$ cat src/rtl/sram_mem_controller.sv
// sram_mem_controller
//   Sequences one 32-bit load/store from the MEM stage into two half-word
//   accesses on an external 16-bit asynchronous SRAM. The low half goes first,
//   then the high half. Each access lasts WAIT_CYCLES+1 clocks. ready drops
//   for the whole transaction so the pipeline freezes around it.
//
// Parameters
//   SRAM_AW      SRAM half-word address width
//   WAIT_CYCLES  extra hold cycles per half-word access
//
// Ports
//   clk, rst_n            clock and synchronous active-low reset
//   MEM_R_EN, MEM_W_EN    load / store request, held until ready=1
//   addr, wdata           byte address and store data
//   rdata                 load data, valid when ready closes a read
//   ready                 no transaction pending, or one completes this cycle
//   SRAM_ADDR, SRAM_WE_N  SRAM half-word address and write strobe (active low)
//   sram_dq_out           write data toward the pad
//   sram_dq_oe            pad drive enable
//   sram_dq_in            read data from the pad
//   rd_count, wr_count    saturating transaction counters (SRAM_CTRL_STATS_EN only)
//
// Build option
//   SRAM_CTRL_STATS_EN    adds rd_count / wr_count outputs
//
// state  | meaning
// S_IDLE | no transaction; a request is accepted here
// S_LO   | low half-word access (addr bit 0 = 0, wdata[15:0])
// S_HI   | high half-word access (addr bit 0 = 1, wdata[31:16])
// S_DONE | one-cycle completion, ready=1
module sram_mem_controller #(
  parameter int SRAM_AW     = 18,
  parameter int WAIT_CYCLES = 2
) (
  input  logic               clk,
  input  logic               rst_n,
  input  logic               MEM_R_EN,
  input  logic               MEM_W_EN,
  input  logic [31:0]        addr,
  input  logic [31:0]        wdata,
  output logic [31:0]        rdata,
  output logic               ready,
  output logic [SRAM_AW-1:0] SRAM_ADDR,
  output logic               SRAM_WE_N,
  output logic [15:0]        sram_dq_out,
  output logic               sram_dq_oe,
  input  logic [15:0]        sram_dq_in
`ifdef SRAM_CTRL_STATS_EN
  ,
  output logic [15:0]        rd_count,
  output logic [15:0]        wr_count
`endif
);

  localparam int WW = (WAIT_CYCLES < 1) ? 1 : $clog2(WAIT_CYCLES + 1);
  localparam logic [WW-1:0] WLAST = WW'(WAIT_CYCLES);

  typedef enum logic [1:0] {
    S_IDLE = 2'd0,
    S_LO   = 2'd1,
    S_HI   = 2'd2,
    S_DONE = 2'd3
  } state_t;

  state_t state, state_nxt;
  logic [WW-1:0] wcnt, wcnt_nxt;

  logic               req;
  logic               wr_q;
  logic [SRAM_AW-2:0] word_q;
  logic [31:0]        wd_q;

  // Transaction attributes for the cycle being set up: taken live from the
  // MEM stage on the accept cycle, from the captured copy afterwards.
  logic               wr_src;
  logic [SRAM_AW-2:0] word_src;
  logic [31:0]        wd_src;

  logic act_nxt;
  logic hi_nxt;
  logic last_nxt;
  logic last_now;

  logic unused_addr_bits;
  assign unused_addr_bits = ^{addr[31:SRAM_AW+1], addr[1:0]};

  assign req = MEM_R_EN | MEM_W_EN;

  always_comb begin
    state_nxt = state;
    wcnt_nxt  = '0;
    unique case (state)
      S_IDLE:  if (req) state_nxt = S_LO;
      S_LO:    if (wcnt == WLAST) state_nxt = S_HI;
      S_HI:    if (wcnt == WLAST) state_nxt = S_DONE;
      S_DONE:  state_nxt = S_IDLE;
      default: state_nxt = S_IDLE;
    endcase
    if ((state_nxt == state) && ((state == S_LO) || (state == S_HI)))
      wcnt_nxt = wcnt + WW'(1);

    ready    = (state == S_DONE) | ((state == S_IDLE) & ~req);
    last_now = (wcnt == WLAST);

    wr_src   = (state == S_IDLE) ? MEM_W_EN             : wr_q;
    word_src = (state == S_IDLE) ? addr[SRAM_AW:2]      : word_q;
    wd_src   = (state == S_IDLE) ? wdata                : wd_q;

    act_nxt  = (state_nxt == S_LO) | (state_nxt == S_HI);
    hi_nxt   = (state_nxt == S_HI);
    last_nxt = (wcnt_nxt == WLAST);
  end

  // Pad-side outputs are registered from the next-state decode so the write
  // strobe is glitch-free and lines up exactly with the LO/HI cycles.
  always_ff @(posedge clk) begin
    if (!rst_n) begin
      state       <= S_IDLE;
      wcnt        <= '0;
      wr_q        <= 1'b0;
      word_q      <= '0;
      wd_q        <= '0;
      rdata       <= '0;
      SRAM_ADDR   <= '0;
      SRAM_WE_N   <= 1'b1;
      sram_dq_out <= '0;
      sram_dq_oe  <= 1'b0;
    end else begin
      state <= state_nxt;
      wcnt  <= wcnt_nxt;

      if ((state == S_IDLE) && req) begin
        wr_q   <= MEM_W_EN;
        word_q <= addr[SRAM_AW:2];
        wd_q   <= wdata;
      end

      // Strobe low for all but the last cycle of each half; the last cycle
      // keeps address and data on the bus as hold time.
      SRAM_WE_N  <= ~(wr_src & act_nxt & ~last_nxt);
      sram_dq_oe <= wr_src & act_nxt;
      if (act_nxt)
        SRAM_ADDR <= {word_src, hi_nxt};
      if (act_nxt && wr_src)
        sram_dq_out <= hi_nxt ? wd_src[31:16] : wd_src[15:0];

      if (!wr_q && last_now) begin
        if (state == S_LO)
          rdata[15:0] <= sram_dq_in;
        else if (state == S_HI)
          rdata[31:16] <= sram_dq_in;
      end
    end
  end

`ifdef SRAM_CTRL_STATS_EN
  always_ff @(posedge clk) begin
    if (!rst_n) begin
      rd_count <= '0;
      wr_count <= '0;
    end else if (state == S_DONE) begin
      if (wr_q) begin
        if (wr_count != 16'hFFFF) wr_count <= wr_count + 16'd1;
      end else begin
        if (rd_count != 16'hFFFF) rd_count <= rd_count + 16'd1;
      end
    end
  end
`endif

endmodule

$ cat config.mk
export PLATFORM = sky130hd
export DESIGN_NAME = sram_mem_controller
export DESIGN_NICKNAME = d
export VERILOG_FILES = /design/src/rtl/sram_mem_controller.sv
export SDC_FILE = /design/constraint.sdc
export NUM_CORES = 1
export LEC_CHECK = 0
export BUFFER_PORTS_ARGS = -buffer_cell sky130_fd_sc_hd__buf_4
export CORE_MARGIN = 1.5
export CORE_UTILIZATION = 55
export DETAILED_ROUTE_END_ITERATION = 7
export PLACE_DENSITY = 0.85
export SLEW_MARGIN = 10
export SYNTH_ARGS = -nofsm -noshare
export SYNTH_HDL_FRONTEND = slang
export SYNTH_SLANG_ARGS = --single-unit
$ cat constraint.sdc
create_clock -name clk -period 7.33 [get_ports clk]
set_input_delay 0 -clock clk [delete_from_list [all_inputs] [get_ports clk]]
set_output_delay 0 -clock clk [all_outputs]
set_load 0.03 [all_outputs]
# [Word level (Yosys, flattened, before mapping)]
# Index checks and enable logic that the tools add are counted.
[totals] regBits=122 elab_cells=48 in_bits=84 output_inout_bits=69
[op_classes] mux=9 eq_ne=8 reduce_logical=9 n_bitwise=10 add_sub_neg=1
[ops] cell="$mux 32" n=1
[ops] cell="$mux 17" n=1
[ops] cell="$mux 16" n=1
[ops] cell="$eq 2x2->1 const B" n=5
[ops] cell="$mux 2" n=4
[ops] cell="$pmux 2 s4" n=1
[ops] cell="$eq 2x1->1 const B" n=2
[ops] cell="$logic_and 1x1->1" n=4
[ops] cell="$not 1->1" n=4
[ops] cell="$and 1x1->1" n=3
[ops] cell="$or 1x1->1" n=3
[ops] cell="$reduce_and 3->1" n=1
[ops] cell="$add 2x1->2 const B" n=1
[ops] cell="$eq 2x2->1" n=1
[ops] cell="$logic_not 2->1" n=1
[ops] cell="$reduce_and 2->1" n=1
[ops] cell="$logic_not 1->1" n=1
[ops] cell="$logic_or 1x1->1" n=1
[ops] cell="$mux 1" n=1

# [Depth between registers and ports, before layout]
# Gate-level depths: netlist of the first run.
[depth] word_depth=10 mapped_depth=14

# [Worst setup path after synthesis of the first run]
# OpenSTA, ideal clock, no wires.
[synth_path] path_type="flip-flop to flip-flop" start="reg state[0]" end="reg sram_dq_out[10]" required_time_ps=7198 setup_slack_ps=4895 period_less_slack_ps=2435 setup_ps=132 path_buffers=5 t_arrival_ps=2303 stages_incl_launch_ff=13 cell_sequence="dfxtp_1 -> inv_1 -> ha_1 -> buf_6 -> buf_6 -> buf_4 -> o2bb2ai_1 -> ha_1 -> clkbuf_2 -> buf_2 -> mux4_2 -> nand2_1 -> a21oi_1"
[synth_via] elab_chain_cells=5 elab_cells_between_ends=15
[synth_lines] item="from (decl)" line="65" rtl="state_t state, state_nxt;"
[synth_lines] item="from (signal assigned)" line="129" rtl="state <= state_nxt;"
[synth_lines] item="$eq 2x2->1 (tied with other cells)" line="92" rtl="unique case (state)"
[synth_lines] item="$pmux 2 s4 (*)" line="92"
[synth_lines] item="$eq 2x2->1 (*)" line="110" rtl="hi_nxt = (state_nxt == S_HI);"
[synth_lines] item="named net hi_nxt" line="80" rtl="logic hi_nxt;"
[synth_lines] item="$or 1x1->1" line="109" rtl="act_nxt = (state_nxt == S_LO) | (state_nxt == S_HI);"
[synth_lines] item="$logic_and 1x1->1" line="144" rtl="if (act_nxt && wr_src)"
[synth_lines] item="to (signal assigned)" line="145" rtl="sram_dq_out <= hi_nxt ? wd_src[31:16] : wd_src[15:0];"
[synth_lines] item="to (decl)" line="45" rtl="output logic [15:0] sram_dq_out,"
# The timed path passes the listed nets; every way through them passes the cells marked *.
# A chain may end at the register's enable or synchronous reset.

# [Final worst setup path of the first run]
[layout_path] start="reg state[0]" end="reg sram_dq_out[12]"
[layout_via] elab_chain_cells=5 elab_cells_between_ends=15
[layout_lines] item="$eq 2x2->1 (tied with other cells)" line="92"
[layout_lines] item="$pmux 2 s4 (*)" line="92"
[layout_lines] item="named net state_nxt[1]" line="65"
[layout_lines] item="$eq 2x2->1 (*)" line="110"
[layout_lines] item="named net hi_nxt" line="80"
[layout_lines] item="$or 1x1->1" line="109"
[layout_lines] item="$logic_and 1x1->1" line="144"
# Marked as above.

==> flow_metrics.py, run 1 <==
metrics = {
    "clock_network": {
        "htree_levels": 4,
        "clk_path_buf_depth": 2,
        "tritoncts": "built",
        "cts.repair.resized": 0,
        "clock_latency_ps": 500,
        "cts_setup_buffers": 0,
        "cts-hold-fix-buffers": 70,
        "cts_root_buf": "clkbuf_8",
        "cts-buffers-inserted": 17,
        "numClockSinks": 122,
        "clkTransAtPathRegs_ps": 60,
    },
    "yosys": {
        "synth_top_cell_area_share_pct": 48.6,
        "syn_area_per_cell_um2": 8.52,
        "synth_top_family_by_area": "simple AND/OR/NAND/NOR gates",
        "synth_top_cell_by_area": "dfxtp_1",
        "synth_xor_area_share_pct": 0.174,
        "syn-num-nets": 681,
        "synth-seq-cells": 122,
        "synth-edff-count": 0,
        "synth_common_cells": "200 x nand2_1, 122 x dfxtp_1, 116 x a21oi_1",
        "synth_compound_area_share_pct": 13.6,
        "synth_area_leaders": "dfxtp_1 49%, nand2_1 15%, a21oi_1 12%, mux4_2 7.2%, mux2i_1 3.6%",
        "ys_seq_area_share_pct": 48.6,
        "ys_warn_count": 0,
        "syn_area_um2": 5030,
        "ys_types": 34,
        "yosysMostFrequentCell": "nand2_1",
        "synth_mux_area_share_pct": 10.8,
        "ys.flop_type": "dfxtp_1",
        "yosys.area_share.adder_pct": 1.74,
        "async_flop_share_pct": 0,
        "synth_cells": 590,
        "synth_simple_gate_area_share_pct": 19.7,
    },
    "power": {
        "power_density_nw_per_um2": 262,
        "p_switching_w": 0.000509,
        "p_seq_share_pct": 38.2,
        "cellInternalPower_w": 0.00140,
        "peakVddDrop_v": 0.000232,
        "power_frac_clock_pct": 45.6,
        "switching_share_pct": 26.6,
        "combPwrFrac_pct": 16.2,
        "p_leak_nw": 3.11,
    },
    "detailed_routing": {
        "routed-wl-met3_mm": 1.11,
        "dr.pass1.iters": 8,
        "drtAntennaViolNets": 0,
        "dr_wl_met2_mm": 7.89,
        "vias": 5007,
        "routed_wl_mm": 15.1,
        "wl_per_cell_um": 16.8,
        "top_layer_used": "met4",
        "drt_iter0_markers": 318,
        "via_per_inst": 5.58,
        "drcViolationCount": 14,
        "routedLengthMet1_mm": 5.53,
    },
    "critical_path": {
        "critPathTopFamily": "adder cells",
        "cp_max_fo": 43,
        "arrival_ps": 3850,
        "path_class": "reg2reg",
        "max_stage_delay_ps": 830,
        "critPathLaunchType": "flop",
        "required_ps": 7670,
        "crit_slowest_cell": "ha_1",
        "crit_chain": "inv_1 > ha_2 > buf_4 > nor3b_2 > nand2_1 > o21ai_1 > ha_1 > mux4_2 > nand2_1 > a21oi_1",
        "worst-path-buf-inv": 2,
        "path_common_cell": "nand2_1",
        "critPathCaptureType": "flop",
    },
    "grt": {
        "grt_start_max_net_pins": 89,
        "overflow": 0,
        "track_usage_pct": 31.6,
        "grt_pass1_vias": 5141,
        "antenna_found_initial": 0,
        "grt_pass1_wl_mm": 24.4,
    },
    "sta": {
        "min_period_ps": 3510,
        "tightest_slew_ps": 1040,
        "setup_viol": 0,
        "setup_ws_ps": 3820,
        "finalHoldViolations": 0,
        "slew_headroom_pct": 30.9,
        "clock_skew_ps": 10.3,
        "whs_ps": 301,
        "drv_slew": 0,
        "rsz0062_at_grt": "no",
        "fmax_ghz": 0.285,
        "period_share_pct": 47.9,
        "setup_tns_ps": 0,
    },
    "outcome": {
        "violations": "DRC",
        "outcome": "finished, violations left",
    },
    "finish": {
        "utilization_pct": 82.9,
        "n_antenna_cell": 0,
        "regArea_um2": 2440,
        "drive_above_1_share_pct": 25.1,
        "synthToLayoutAreaGrowth_pct": 45.2,
        "final_cell_area_um2": 7300,
        "multi_input_comb_area_um2": 2320,
        "nets": 868,
        "fill_cells": 487,
    },
    "floorplanning": {
        "die_h_um": 98.6,
        "num_rows": 34,
        "ios": 153,
        "die_area_um2": 9720,
        "dieWidth_um": 98.6,
        "core_um2": 8810,
        "initial_core_util_pct": 57.1,
    },
    "placed_design": {
        "place_ws_ps": 3930,
        "hpwl_mm": 8.12,
        "gp_congestion": 0.800,
        "portBuffers": 137,
        "place_area_um2": 5980,
    },
    "min_path": {
        "hold_path_class": "in2reg",
    },
    "job": {
        "drv_cap": 0,
    },
}
==> metrics by stage <==
stage,total power [W],cells
after floorplan,0.000923,590
after global placement,0.000997,796
after detailed placement,0.00101,796
after CTS,0.00190,897
after global routing,0.00198,897
final,0.00191,897
==> cell type report <==
type | count | area share, %
Clock buffer | 18 | 5.86
Clock inverter | 13 | 2.62
Inverter | 5 | 0.274
Multi-Input combinational cell | 420 | 31.8
Sequential cell | 122 | 33.5
Tap cell | 108 | 1.85
Timing Repair Buffer | 211 | 24.1
==> tightest hold or removal path, stage by stage <==
cell and delay, ps:
dlygate4sd3_1 520, buf_4 100, nand2_1 40, a21oi_1 100
==> logic make-up (layout without fill, tap and decap cells) <==
group	Yosys count	count (layout)
compound gates	128	128
xor+xnor	1	1
fa+ha+maj	7	7
buf+inv	48	247
flops	122	122
mux	34	34
simple gates	250	250
==> final timing paths <==
path,startpoint,endpoint,slack (ps),depth (start not counted)
worst max-delay path,state[0],sram_dq_out[12],3820,10
worst min-delay path,addr[13],word_q[11],300,4
worst max register to register,state[0],sram_dq_out[12],3820,10
worst min register to register,wcnt[0],wcnt[0],430,1
==> power by group through the flow <==
stage          sequential, W  combinational, W  clock [W]
6_report            0.000730          0.000310   0.000871
3_5_place_dp        0.000741          0.000268          0
5_1_grt             0.000733          0.000334   0.000908
2_1_floorplan       0.000771          0.000152          0
3_3_place_gp        0.000738          0.000260          0
4_1_cts             0.000727          0.000300   0.000875
==> sequential cells by signal, indices dropped and copies added, names as in the netlist <==
register     count
sram_dq_oe       1
wcnt             2
rdata           32
wd_q            32
SRAM_WE_N        1
SRAM_ADDR       18
state            2
sram_dq_out     16
word_q          17
wr_q             1
==> cells in the final DEF, fill, tap and decap left out, types with 6 or more instances in the layout <==
master | netlist | routed
mux4_2 | 16 | 16
nor2_1 | 38 | 38
a21oi_1 | 116 | 116
nand2_1 | 200 | 200
ha_1 | 7 | 6
dfxtp_1 | 122 | 122
dlygate4sd3_1 | 0 | 70
mux2i_1 | 18 | 18
clkbuf_16 | 0 | 16
buf_4 | 5 | 141
==> metal layers <==
metal / vias up / global-route usage (%)
met5: - / 0
met4: 0 / 15.5
met3: 48 / 7.73
met2: 280 / 58.4
met1: 2342 / 33.7
li1: 2337 / -
No activity file was read; power rests on OpenSTA's default activity.
==> run 2: changes to the inputs <==
--- a/config.mk
+++ b/config.mk
@@ -5,11 +5,12 @@
 export SDC_FILE = /design/constraint.sdc
 export NUM_CORES = 1
 export LEC_CHECK = 0
+export ABC_AREA = 1
 export BUFFER_PORTS_ARGS = -buffer_cell sky130_fd_sc_hd__buf_4
 export CORE_MARGIN = 1.5
-export CORE_UTILIZATION = 55
+export CORE_UTILIZATION = 52
 export DETAILED_ROUTE_END_ITERATION = 7
-export PLACE_DENSITY = 0.85
+export PLACE_DENSITY = 0.8
 export SLEW_MARGIN = 10
 export SYNTH_ARGS = -nofsm -noshare
 export SYNTH_HDL_FRONTEND = slang
==> constraint.sdc (replaced) <==
create_clock -name clk -period 3.6 [get_ports clk]
set_input_delay 0 -clock clk [delete_from_list [all_inputs] [get_ports clk]]
set_output_delay 0 -clock clk [all_outputs]
set_load 0.03 [all_outputs]
==> flow_metrics.py, run 2 <==
metrics = {
    "outcome": {
        "outcome": "complete, no violations",
    },
    "power": {
        "p_switching_w": 0.00106,
        "switching_share_pct": 25.9,
        "power_density_nw_per_um2": 547,
        "cellInternalPower_w": 0.00305,
        "combPwrFrac_pct": 18.2,
        "report.power.total_w": 0.00411,
        "p_leak_nw": 3.31,
        "peakVddDrop_v": 0.000296,
        "p_seq_share_pct": 37.0,
        "power_frac_clock_pct": 44.8,
    },
    "grt": {
        "grt_pass1_wl_mm": 22.9,
        "overflow": 0,
        "grt_pass1_vias": 5079,
        "grt_start_max_net_pins": 105,
        "antenna_found_initial": 0,
        "track_usage_pct": 27.4,
    },
    "yosys": {
        "ys.flop_type": "dfxtp_1",
        "syn_area_per_cell_um2": 7.81,
        "ys_types": 26,
        "synth_common_cells": "122 x dfxtp_1, 111 x o21ai_0, 105 x inv_1",
        "synth_cells": 665,
        "ys_warn_count": 0,
        "synth_top_cell_area_share_pct": 47.0,
        "ys_seq_area_share_pct": 47.0,
        "synth_top_cell_by_area": "dfxtp_1",
        "yosysMostFrequentCell": "dfxtp_1",
        "syn_area_um2": 5190,
        "synth-seq-cells": 122,
        "synth_area_leaders": "dfxtp_1 47%, o21ai_0 11%, a21oi_1 8.2%, inv_1 7.6%, nand2_1 3.3%",
        "synth-edff-count": 0,
        "async_flop_share_pct": 0,
        "syn-num-nets": 756,
    },
    "sta": {
        "drv_slew": 0,
        "period_share_pct": 77.9,
        "tightest_slew_ps": 1070,
        "setup_viol": 0,
        "min_period_ps": 2800,
        "setup_tns_ps": 0,
        "fmax_ghz": 0.357,
        "rsz0062_at_grt": "no",
        "setup_ws_ps": 796,
        "slew_headroom_pct": 28.3,
        "clock_skew_ps": 6.65,
        "finalHoldViolations": 0,
    },
    "critical_path": {
        "rr_startpoint": "state[0]",
        "arrival_ps": 3200,
        "crit_start": "state[0]",
        "path_class": "reg2reg",
        "critPathLaunchType": "flop",
        "critPathCaptureType": "flop",
        "cp_max_fo": 23,
        "required_ps": 4000,
    },
    "placed_design": {
        "place_ws_ps": 804,
        "hpwl_mm": 7.95,
        "gp_congestion": 0.774,
        "portBuffers": 137,
        "place_area_um2": 6160,
    },
    "clock_network": {
        "htree_levels": 4,
        "numClockSinks": 122,
        "tritoncts": "built",
        "cts.repair.resized": 0,
        "cts_root_buf": "clkbuf_8",
        "cts_setup_buffers": 0,
        "cts-hold-fix-buffers": 71,
        "clock_latency_ps": 510,
        "clk_path_buf_depth": 2,
        "clkTransAtPathRegs_ps": 60,
        "cts-buffers-inserted": 17,
    },
    "finish": {
        "final_cell_mix": "140 x buf_4, 122 x dfxtp_1, 111 x o21ai_0",
        "synthToLayoutAreaGrowth_pct": 44.8,
        "mostFrequentLayoutCell": "buf_4",
        "reg_top3": "rdata x32, wd_q x32, SRAM_ADDR x18",
        "fill_cells": 638,
        "nets": 939,
        "drive_above_1_share_pct": 22.8,
        "final_cell_area_um2": 7520,
        "n_antenna_cell": 0,
        "utilization_pct": 77.3,
    },
    "detailed_routing": {
        "drcViolationCount": 0,
        "vias": 5171,
        "drt_iter0_markers": 210,
        "via_per_inst": 5.21,
        "dr.pass1.iters": 6,
        "wl_per_cell_um": 14.4,
        "drtAntennaViolNets": 0,
        "routed_wl_mm": 14.3,
    },
    "floorplanning": {
        "ios": 153,
        "dieWidth_um": 103,
        "die_h_um": 103,
        "initial_core_util_pct": 53.4,
        "num_rows": 36,
        "core_um2": 9730,
        "die_area_um2": 10600,
    },
    "min_path": {
        "hold_path_class": "in2reg",
        "min_from": "rst_n",
    },
    "job": {
        "drv_cap": 0,
    },
}
-- run 2: cell count changes after synthesis, moves of 19 or more --
cell      delta
nand2_1    -154
o21ai_0    +110
o21ai_1     +25
a21oi_1     -31
inv_1      +100
o211ai_1    +19
-- run 2: kinds of logic (layout without fill, tap and decap cells) --
family | after synthesis | after routing | share of synthesized area, %
AO/OA/AOI/OAI | 277 | 277 | 29.6
buffers and inverters | 156 | 351 | 13.2
AND/OR/NAND/NOR | 103 | 103 | 8.58
adder cells (fa/ha/maj) | 7 | 7 | 1.69
flip-flops | 122 | 122 | 47.0
-- run 2: path summary, 6_finish.rpt --
check	slack (ps)	to	cells after the start
max	800	SRAM_ADDR[5]	10
min	70	state[1]	3
max reg2reg	800	SRAM_ADDR[5]	10
min reg2reg	420	wcnt[0]	1
-- run 2: final cells by class --
type / count / area (um^2) / area share, %
timing repair buffer: 212 / 1780 / 23.7
multi-input combinational: 387 / 2070 / 27.5
clock inverter: 7 / 160 / 2.13
clock buffer: 24 / 490 / 6.52
inverter: 108 / 413 / 5.49
sequential: 122 / 2440 / 32.5
tap: 133 / 166 / 2.21
-- run 2: per-stage QoR --
step                std cells  hold WS, ps
finish                    993         65.3
global route              993         69.3
CTS                       993         34.7
detailed placement        891          242
global placement          891          235
floorplan                 665          135
-- run 2: power groups by stage --
stage	logic (W)	clock network [W]	registers, W
6_report	0.000749	0.00184	0.00152
5_1_grt	0.000820	0.00193	0.00153
4_1_cts	0.000737	0.00186	0.00152
3_5_place_dp	0.000665	0	0.00154
3_3_place_gp	0.000642	0	0.00154
2_1_floorplan	0.000360	0	0.00165
-- run 2: worst max-delay path: stages, from the launching register on --
cell	delay, ps
dfxtp_1	440
inv_1	140
ha_1	300
nand2_1	170
o21ai_0	130
ha_1	750
inv_2	350
nor2_1	190
nor2_1	50
o21ai_0	110
inv_1	60
-- run 2: layer usage --
metal | vias up | share of wire (%) | track usage, %
met2 | 154 | 51 | 49.4
met1 | 2429 | 42 | 31.5
met3 | 22 | 5.3 | 7.12
met4 | 0 | 1.5 | 9.46
li1 | 2566 | - | -
met5 | - | 0 | 0
